File: config.mk
export PLATFORM = sky130hd
export DESIGN_NAME = isqrt_digit_unit
export DESIGN_NICKNAME = d
export VERILOG_FILES = /design/src/rtl/sqrt_pkg.sv /design/src/rtl/isqrt_step.sv /design/src/rtl/isqrt_digit_unit.sv
export SDC_FILE = /design/constraint.sdc
export NUM_CORES = 1
export LEC_CHECK = 0
export ABC_AREA = 1
export BUFFER_PORTS_ARGS = -buffer_cell sky130_fd_sc_hd__buf_2
export CAP_MARGIN = 20
export CORE_UTILIZATION = 55
export CTS_BUF_LIST = sky130_fd_sc_hd__clkbuf_4 sky130_fd_sc_hd__clkbuf_8 sky130_fd_sc_hd__clkbuf_16
export DETAILED_ROUTE_END_ITERATION = 12
export GPL_TIMING_DRIVEN = 0
export PLACE_DENSITY = 0.78
export SLEW_MARGIN = 10
export SYNTH_ARGS = -nofsm -noshare
export SYNTH_HDL_FRONTEND = slang
export SYNTH_SLANG_ARGS = --single-unit
File: constraint.sdc
create_clock -name clk -period 4.9 [get_ports clk]
set_input_delay 0.735 -clock clk [delete_from_list [all_inputs] [get_ports clk]]
set_output_delay 0.735 -clock clk [all_outputs]
set_load 0.05 [all_outputs]
File: src/rtl/sqrt_pkg.sv
// sqrt_pkg: handshake state encoding shared by the square-root responders.
package sqrt_pkg;
    typedef enum logic [1:0] {IDLE, RUN, DONE} sqrt_state_t;
endpackage

File: src/rtl/isqrt_step.sv
// isqrt_step: one combinational digit-by-digit square-root step, consuming one bit pair
// of the radicand and producing one root bit.
module isqrt_step #(
    parameter int WIDTH = 32
) (
    input  logic [WIDTH/2+1:0] rem_in,
    input  logic [WIDTH/2-1:0] root_in,
    input  logic [1:0]         pair_in,
    output logic [WIDTH/2+1:0] rem_out,
    output logic [WIDTH/2-1:0] root_out
);
    localparam int HW = WIDTH / 2;
    localparam int RW = HW + 2;
    logic [RW+1:0] cat;
    logic [RW+1:0] sub;
    logic          ge;
    // Compare instead of inspecting a borrow bit; the kept remainder always fits in RW bits.
    always_comb begin
        cat      = {rem_in, pair_in};
        sub      = {2'b00, root_in, 2'b01};
        ge       = cat >= sub;
        rem_out  = ge ? RW'(cat - sub) : RW'(cat);
        root_out = HW'({root_in, ge});
    end
endmodule

File: src/rtl/isqrt_digit_unit.sv
// isqrt_digit_unit: iterative floor(sqrt(x)) and remainder, one root bit per cycle,
// single request in flight over a start/done handshake.
module isqrt_digit_unit
    import sqrt_pkg::*;
#(
    parameter int WIDTH = 32
) (
    input  logic               clk,
    input  logic               rst,
    input  logic               start,
    input  logic [WIDTH-1:0]   x,
    output logic               busy,
    output logic               done,
    output logic [WIDTH-1:0]   root,
    output logic [WIDTH/2:0]   remainder
);
    localparam int HW    = WIDTH / 2;
    localparam int RW    = HW + 2;
    localparam int ITERS = WIDTH / 2;
    localparam int IW    = (ITERS > 1) ? $clog2(ITERS) : 1;

    sqrt_state_t       state_q, state_d;
    logic [IW-1:0]     iter_q, iter_d;
    logic [WIDTH-1:0]  x_sh_q, x_sh_d;
    logic [RW-1:0]     rem_acc_q, rem_acc_d;
    logic [HW-1:0]     root_acc_q, root_acc_d;
    logic [WIDTH-1:0]  root_q, root_d;
    logic [HW:0]       rem_q, rem_d;
    logic              busy_q, busy_d;
    logic              done_q, done_d;
    logic [RW-1:0]     step_rem;
    logic [HW-1:0]     step_root;
    logic              last;

    isqrt_step #(.WIDTH(WIDTH)) u_step (
        .rem_in  (rem_acc_q),
        .root_in (root_acc_q),
        .pair_in (x_sh_q[WIDTH-1:WIDTH-2]),
        .rem_out (step_rem),
        .root_out(step_root)
    );

    assign last = iter_q == IW'(ITERS - 1);

    always_comb begin
        state_d    = state_q;
        iter_d     = iter_q;
        x_sh_d     = x_sh_q;
        rem_acc_d  = rem_acc_q;
        root_acc_d = root_acc_q;
        root_d     = root_q;
        rem_d      = rem_q;
        busy_d     = busy_q;
        done_d     = 1'b0;
        case (state_q)
            IDLE: if (start) begin
                state_d    = RUN;
                x_sh_d     = x;
                rem_acc_d  = '0;
                root_acc_d = '0;
                iter_d     = '0;
                busy_d     = 1'b1;
            end
            RUN: begin
                x_sh_d     = {x_sh_q[WIDTH-3:0], 2'b00};
                rem_acc_d  = step_rem;
                root_acc_d = step_root;
                iter_d     = last ? '0 : iter_q + 1'b1;
                // Outputs are only touched on the final step so they never change mid-run.
                if (last) begin
                    state_d = DONE;
                    root_d  = {{(WIDTH-HW){1'b0}}, step_root};
                    rem_d   = (HW+1)'(step_rem);
                    done_d  = 1'b1;
                    busy_d  = 1'b0;
                end
            end
            default: state_d = IDLE;
        endcase
    end

    always_ff @(posedge clk or posedge rst) begin
        if (rst) begin
            state_q    <= IDLE;
            iter_q     <= '0;
            x_sh_q     <= '0;
            rem_acc_q  <= '0;
            root_acc_q <= '0;
            root_q     <= '0;
            rem_q      <= '0;
            busy_q     <= 1'b0;
            done_q     <= 1'b0;
        end else begin
            state_q    <= state_d;
            iter_q     <= iter_d;
            x_sh_q     <= x_sh_d;
            rem_acc_q  <= rem_acc_d;
            root_acc_q <= root_acc_d;
            root_q     <= root_d;
            rem_q      <= rem_d;
            busy_q     <= busy_d;
            done_q     <= done_d;
        end
    end

    assign busy      = busy_q;
    assign done      = done_q;
    assign root      = root_q;
    assign remainder = rem_q;
endmodule

==> metrics, run 1 <==
critical path type=flop to flop; # resized after CTS=0; Final Critical Period=2210 ps; Worst-Skew Late Latency=380 ps; crit path max fanout=10; # diodes=0; slowest CP cell=dfrtp_1; final core utilization=64.3%; Distinct cells, synth=35; Synth Register Bits=107; ys async rst share=100%; Initial Util=56.4%; vias per cell=5.24; Final Skew=13.1 ps; post-route ant nets=0; CP bufs+invs=3; largest net degree at the start of global routing=64; register area=2680 um^2; setup TNS=0 ps; worst min path class=primary input to async pin; nets=905; GPL Wtd Cong=0.921; initial antenna violation count=0; drt first pass iters=4; H-tree levels=3; initial DRC count=251; MaxCap Viol Count=0; terminus of the critical flop-to-flop path=rem_acc_q[13]; CTS Buffer Depth=2; area of the multi-input gates=2600 um^2; # setup viols final=0; layout cells sized above 1=15.7%; clk root buf=clkbuf_8; Die X-Extent=104 um; Critical Path Stages=14; IO buf count=69; Synth Instances=755; global-route wire length before repair=23.6 mm; Max Freq=0.452 GHz; Final Hold Viols=0; vias post-DR=5202; CTS Buf Count=9; Die Ht=104 um; clk sinks=107; Largest delay share family, worst path=simple AND/OR/NAND/NOR gates; Top FF cell, synth=dfrtp_1; Slew Viols, Final=0; worst-margin pin slew=769 ps; Ys Warns=0; gr ovfl total=0; full die area=10900 um^2; Crit. End Element=flop; wirelength, routed=14.2 mm; outcome=finished clean; crit path cell chain=inv_1 > ha_1 > nand2_1 > inv_1 > nand2_1 > nand2_1 > nand2_1 > nand2_1 > nor2_4 > buf_4 > nand3_1 > nand2_1 > nand2_1 > nand2_1; CP arrival=2530 ps; CP startpoint=root_acc_q[13]; io pins=86; layout filler cell count=941; Reg2Reg Depth=14; Rows=37; Global Route Usage Sum=27.8%; routed len/inst=14.3 um; Critical Path End=rem_acc_q[13]; DRC viols=0; Avg Inst Size Synth=7.65 um^2; Core ar.=10200 um^2; post-CTS setup buffer count=0; most frequent cells in the layout=nand2_1 (262), dfrtp_1 (107), buf_2 (76); Mapped Area=5770 um^2; commonest non-fill, non-tap cell in the layout=nand2_1; HPWL Detailed=10.6 mm; RSZ-0062 raised after global routing=false; Most common cell on crit path=nand2_1; Worst R2R Setup Slack=2690 ps; Worst Setup Start Kind=flop; Area growth syn-to-layout=14.0%; Clock transition at path regs=100 ps; vias in the first global route=5011; CTS tree=yes; number of synthesized flops with an enable pin=0; r2r startpoint=root_acc_q[13]; max incr delay on CP=380 ps; Tcrit/Tclk final=45.1%; register area share after synthesis=46.4%; WP data required=5220 ps; Hold-fix buffers, CTS=0; Max-slew headroom=48.7%
==> flip-flops by register name, indices dropped and copies added, names as in the netlist <==
register    cells
busy            1
done            1
x_sh_q         32
remainder      17
root           16
iter_q          4
root_acc_q     16
rem_acc_q      18
state_q         2
==> cell usage after synthesis, types with 2 or more instances <==
library cell / number / area share [%]
nand2_4: 2 / 0.39
buf_1: 8 / 0.52
ha_1: 19 / 4.1
clkbuf_1: 12 / 0.78
a21oi_1: 43 / 3.7
inv_1: 74 / 4.8
xnor2_1: 2 / 0.30
nand3b_1: 7 / 0.91
nand3_1: 37 / 3.2
nor2_4: 4 / 0.78
inv_2: 4 / 0.26
nand2_1: 262 / 17
buf_2: 7 / 0.61
nor3_1: 3 / 0.26
nand4_1: 2 / 0.22
nand2_2: 2 / 0.22
o21ai_1: 2 / 0.17
o21ai_0: 51 / 4.4
nor2_1: 49 / 3.2
o22ai_1: 19 / 2.1
dfrtp_1: 107 / 46
buf_4: 17 / 2.2
xor2_1: 7 / 1.1
buf_6: 2 / 0.39
o21ai_2: 3 / 0.46
==> metrics by stage <==
| step | std cells | hold WS [ps] | instance area, um^2 | setup slack, ps |
|---|---|---|---|---|
| 3_5_place_dp | 976 | 457 | 6370 | 2670 |
| 4_1_cts | 992 | 415 | 6580 | 2700 |
| 3_3_place_gp | 975 | 454 | 6340 | 313 |
| 5_1_grt | 992 | 447 | 6580 | 2470 |
| 6_report | 992 | 407 | 6580 | 2690 |
| 2_1_floorplan | 770 | 443 | 5830 | 1350 |
==> cell families (layout without fill, tap and decap cells) <==
logic type | after synthesis | in the layout | synth area share, %
compound gates | 120 | 120 | 11.1
other cells | 1 | 16 | 0.0650
xor+xnor | 9 | 9 | 1.37
fa+ha+maj | 19 | 19 | 4.12
buf+inv | 124 | 210 | 9.58
flops | 107 | 107 | 46.4
simple gates | 375 | 375 | 27.4
==> routing by layer <==
metal / vias up / global-route usage [%] / routed length (um)
li1: 2559 / - / -
met3: 26 / 5.01 / 731
met1: 2469 / 35.2 / 6230
met5: - / 0 / 0
met2: 148 / 47.3 / 6910
met4: 0 / 10.3 / 331
==> layout make-up <==
| cell class | count | share of cell area, % |
|---|---|---|
| Clock inverter | 5 | 0.950 |
| Inverter | 78 | 4.49 |
| Timing Repair Buffer | 70 | 5.66 |
| Clock buffer | 11 | 2.20 |
| Buffer | 46 | 3.95 |
| Sequential cell | 107 | 40.7 |
| Tap cell | 136 | 2.59 |
| Multi-Input combinational cell | 539 | 39.5 |
==> how the worst min path moves through the flow <==
stage / depth (start not counted) / from / slack (ps) / end
6_report: 2 / rst / 410 / x_sh_q[20]
5_1_grt: 2 / rst / 450 / x_sh_q[20]
4_1_cts: 2 / rst / 410 / x_sh_q[20]
3_5_place_dp: 2 / busy / 460 / busy
3_3_place_gp: 2 / busy / 450 / busy
2_1_floorplan: 2 / x_sh_q[0] / 440 / x_sh_q[0]
Power of run 1 is left out: the tool's default activity adds up to more than one toggle a clock period on the data nets, which glitch-free logic cannot reach.
==> run 2: changes to the inputs <==
ABC_AREA = 0   (was 1)
PLACE_DENSITY = 0.79   (was 0.78)
clock period = 2.2 ns   (was 4.9 ns; I/O delays follow)
==> run 2 against run 1 <==
The run now ends with negative setup slack left. Setup slack got worse by 2900 ps. Clock skew increased by 1.8 ps. Clock-buffer cell count decreased by 2. Worst hold slack got worse by 350 ps. Area after synthesis decreased by 2.6%. Fmax decreased by 8.6%. Critical path depth decreased by 4. Largest cell class is now multi-input gates. Sequential cell count unchanged. Critical path type unchanged. Register-to-register slack got worse by 2900 ps. Non-clock buffer count increased by 65. Synthesized cell count decreased by 20%. Highest routed layer unchanged. Global-route usage increased by 3.2 points.
==> metrics, run 2 <==
outcome=finished with violations; failing checks=negative setup slack; Synth Instances=601; MaxCap Viol Count=0; register area=2690 um^2; initial DRC count=259; Avg Inst Size Synth=9.35 um^2; post-route ant nets=0; H-tree levels=3; CP arrival=2660 ps; Core ar.=9820 um^2; GPL Wtd Cong=0.944; r2r startpoint=root_acc_q[5]; Tcrit/Tclk final=110%; CTS Buffer Depth=2; Slew Viols, Final=0; worst min path class=primary input to async pin; CTS tree=yes; Final Critical Period=2420 ps; Worst-Skew Late Latency=390 ps; clk sinks=107; Post-DP Area=6290 um^2; Final Skew=14.9 ps; Global Route Usage Sum=30.9%; vias post-DR=5128; Die Ht=103 um; post-route design area=7520 um^2; ys async rst share=100%; Area growth syn-to-layout=33.7%; Rows=36; Max Freq=0.413 GHz; Final Hold Viols=0; full die area=10600 um^2; CTS Buf Count=9; layout cells sized above 1=35.7%; Worst R2R Setup Slack=-220 ps; WP data required=2440 ps; worst setup margin=-219 ps; gr ovfl total=0; HPWL Detailed=10.3 mm; layout filler cell count=686; number of synthesized flops with an enable pin=0; clk root buf=clkbuf_8; wirelength, routed=15.9 mm; CP startpoint=root_acc_q[5]; Ys Warns=0; Reg2Reg Depth=10; # setup viols final=34; Die X-Extent=103 um; Top FF cell, synth=dfrtp_1; IO buf count=69; routed len/inst=17.7 um; initial antenna violation count=0; Clock transition at path regs=110 ps; top cell type's share of synthesized area=47.6%; vias in the first global route=4895; largest net degree at the start of global routing=42; terminus of the critical flop-to-flop path=rem_acc_q[3]; largest reg by FF count=x_sh_q; Initial Util=57.3%; RSZ-0062 raised after global routing=true; register area share after synthesis=47.6%; area of the multi-input gates=3180 um^2; top post-synthesis cells by count=nand2_1 (110), dfrtp_1 (107), o21ai_0 (90); drt first pass iters=4; global-route wire length before repair=24.6 mm; io pins=86; Synth Register Bits=107; area leader, netlist=dfrtp_1; vias per cell=5.74; top post-synthesis cells by area=dfrtp_1 (48%), o21ai_0 (8.0%), nand2_1 (7.3%); Distinct cells, synth=59; worst-margin pin slew=769 ps; Max-slew headroom=48.6%; final core utilization=76.6%; top-count cell post-synth=nand2_1; Mapped Area=5620 um^2; # diodes=0; DRC viols=0; nets=810; crit path max fanout=8; Largest register FFs=32; Crit. End Element=flop; most frequent cells in the layout=nand2_1 (106), dfrtp_1 (98), o21ai_0 (72); commonest non-fill, non-tap cell in the layout=nand2_1; Worst Setup Start Kind=flop; critical path type=flop to flop
## run 2: changes by cell type in the layout (fill, tap and decap cells not counted), sizes merged, moves of 8 or more
cell and change:
o21ai +47, o22ai -18, buf +51, nor2 -39, o31ai +8, inv -51
nand3 -27, mux2i +40, a21oi -29, nand2 -156, clkbuf +12
## run 2: final cells by class
| class | count | share of cell area (%) |
|---|---|---|
| Clock inverter | 7 | 0.749 |
| Timing Repair Buffer | 133 | 12.2 |
| Inverter | 24 | 1.25 |
| Clock buffer | 9 | 1.65 |
| Buffer | 48 | 3.91 |
| Multi-Input combinational cell | 433 | 42.3 |
| Sequential cell | 107 | 35.8 |
| Tap cell | 133 | 2.21 |
## run 2: stage by stage
| step | setup slack (ps) | cells | TNS [ps] | hold slack (ps) |
|---|---|---|---|---|
| after floorplan | -59.2 | 616 | -464 | 446 |
| after global placement | -500 | 818 | -14990 | 459 |
| after detailed placement | -487 | 820 | -12730 | 466 |
| after CTS | -188 | 876 | -3270 | 73.7 |
| after global routing | -264 | 894 | -6820 | 124 |
| final | -219 | 894 | -4650 | 56.6 |
## run 2: kinds of logic (layout without fill, tap and decap cells)
group / after synthesis / count (layout) / synth area share [%]
AO/OA/AOI/OAI: 180 / 180 / 19.5
XOR/XNOR: 10 / 10 / 1.56
adder cells (fa/ha/maj): 19 / 19 / 4.23
buffers and inverters: 76 / 221 / 6.54
flip-flops: 107 / 107 / 47.6
multiplexers: 41 / 41 / 7.39
other: 1 / 16 / 0.0667
AND/OR/NAND/NOR: 167 / 167 / 13.1
## run 2: how the worst max path moves through the flow
stage	to	cells after the start
final	rem_acc_q[3]	10
after floorplan	remainder[3]	11
after detailed placement	rem_acc_q[0]	10
after global placement	rem_acc_q[0]	10
after global routing	rem_acc_q[3]	10
after CTS	remainder[1]	10
## run 2: routing by layer
metal  part of all wire, %  global-route usage (%)
met5                     0                       0
met3                   5.8                    4.47
met2                    48                    53.1
met1                    42                    39.2
met4                   3.4                    12.9
## run 2: repair_timing
action | CTS | global route
gates cloned | 2 | 0
gates resized for setup | 104 | 50
hold buffers | 0 | 0
pin swaps | 32 | 25
setup buffers | 41 | 19
endpoints found under the setup margin | 39 | 57
## run 2: worst max-delay path, stage by stage (launching register included)
cell,delay (ps)
dfrtp_1,400
inv_2,70
ha_4,310
and3_4,200
and3_4,200
a21boi_4,240
o31a_1,180
buf_6,170
buf_12,160
mux2i_4,240
o21ai_1,90
Power of run 2 is left out for the same reason.
==> run 3: changes to the inputs <==
CELL_PAD_IN_SITES_DETAIL_PLACEMENT = 1   (was unset)
CELL_PAD_IN_SITES_GLOBAL_PLACEMENT = 2   (was unset)
CORE_UTILIZATION = 35   (was 55)
PLACE_DENSITY = 0.8   (was 0.79)
==> run 3 against run 2 <==
The run still ends with negative setup slack left. Global-route usage shrank 8.5 points. Critical endpoint is now remainder[3]. Clock skew shrank 3.0 ps. Cell count grew 7.0%.
==> metrics, run 3 (same netlist as run 2, synthesis figures left out) <==
Largest delay share family, worst path=compound AO/OA/AOI/OAI gates; slowest CP cell=dfrtp_1; Die X-Extent=129 um; worst min path class=primary input to flop; routed len/inst=18.6 um; RSZ-0062 raised after global routing=true; CTS Buf Count=9; Tcrit/Tclk final=112%; non-filler cells, final=957; # diodes=0; Largest register FFs=32; outcome=finished with violations; Die Ht=129 um; clk sinks=107; Worst-Skew Late Latency=360 ps; max incr delay on CP=410 ps; initial antenna violation count=0; HPWL Detailed=12.3 mm; Max Freq=0.405 GHz; H-tree levels=3; Global Route Usage Sum=22.4%; crit path cell chain=inv_2 > ha_4 > and3_4 > and3_4 > a21boi_4 > o31a_1 > buf_6 > buf_12 > mux2i_4 > o21ai_1; layout filler cell count=1789; clk root buf=clkbuf_16; register area=2690 um^2; commonest non-fill, non-tap cell in the layout=nand2_1; crit path max fanout=5; most frequent cells in the layout=nand2_1 (107), dfrtp_1 (100), o21ai_0 (72); CP arrival=2700 ps; failing checks=negative setup slack; CP bufs+invs=3; gr ovfl total=0; Most common cell on crit path=and3_4; io pins=86; worst-margin pin slew=792 ps; largest net degree at the start of global routing=39; # setup viols final=37; Area growth syn-to-layout=35.3%; pre-CTS setup slack=-569 ps; Final Hold Viols=0; WP data required=2430 ps; critical path type=flop to flop; vias in the first global route=5317; MaxCap Viol Count=0; drt first pass iters=4; Clock transition at path regs=80 ps; Core ar.=15400 um^2; full die area=16600 um^2; DRC viols=0; IO buf count=69; worst setup margin=-269 ps; Final Critical Period=2470 ps; initial DRC count=221; CTS Buffer Depth=2; wirelength, routed=17.8 mm; CTS tree=yes; vias per cell=5.22; Post-DP Area=6410 um^2; layout cells sized above 1=33.6%; Rows=45; post-route design area=7600 um^2; Slew Viols, Final=0; nets=795; Initial Util=36.4%; Final Skew=11.9 ps; global-route wire length before repair=28.2 mm; Max-slew headroom=47.2%; GPL Wtd Cong=0.877; area of the multi-input gates=3180 um^2; Post-Place Cells=899; vias post-DR=4992; post-route ant nets=0; largest reg by FF count=x_sh_q; Crit. End Element=flop; Worst Setup Start Kind=flop
## run 3: changes by cell type in the layout (fill, tap and decap cells not counted), moves of 3 or more
cell | before | now
clkbuf_16 | 0 | 9
inv_2 | 14 | 10
inv_1 | 9 | 12
clkbuf_8 | 10 | 1
buf_4 | 67 | 54
## run 3: path summary, 6_finish.rpt
| path | depth (start not counted) | slack (ps) | from | to |
|---|---|---|---|---|
| max in group asynchronous | 5 | 1030 | rst | rem_acc_q[12] |
| setup reg to reg | 10 | -270 | root_acc_q[7] | remainder[3] |
| hold / removal | 3 | 260 | x[8] | x_sh_q[8] |
| min in group asynchronous | 3 | 460 | rst | root_acc_q[3] |
| setup / recovery | 10 | -270 | root_acc_q[7] | remainder[3] |
| hold reg to reg | 2 | 470 | root[15] | root[15] |
## run 3: layer usage
metal	part of all wire (%)	GRT usage (%)	vias up	routed length, um
met3	4.4	3.53	29	783
met2	50	38.4	113	8820
met1	44	28.2	2495	7770
li1	-	-	2355	-
met5	0	0	-	0
met4	2.2	9.27	0	390
## run 3: area by class of cell
class / count / area share (%)
well taps: 211 / 3.47
multi-input cells: 433 / 41.8
clock buffers: 9 / 2.96
plain buffers: 47 / 3.83
inverters: 24 / 1.28
flip-flops and latches: 107 / 35.3
repair buffers: 119 / 10.7
clock inverters: 7 / 0.642
## run 3: metrics by stage
| stage | util (%) | hold slack [ps] | TNS (ps) |
|---|---|---|---|
| floorplan | - | 446 | -464 |
| detailed placement | 41.5 | 298 | -16370 |
| global route | 49.3 | 266 | -9150 |
| global placement | 41.1 | 456 | -33810 |
| CTS | 47.3 | 245 | -6170 |
| finish | 49.3 | 256 | -6470 |
## run 3: worst reg2reg max path, stage by stage, from the launching register on
cell	delay, ps
dfrtp_1	410
inv_2	80
ha_4	290
and3_4	190
and3_4	210
a21boi_4	220
o31a_1	240
buf_6	200
buf_12	170
mux2i_4	260
o21ai_1	80
## run 3: repair_timing
item,CTS,global route
endpoints found under the setup margin,52,57
hold endpoints to repair,8,0
pin swaps,22,18
gates cloned,2,1
buffers inserted,26,17
gates resized for setup,93,55
hold buffers,1,0
Power of run 3 is left out for the same reason.
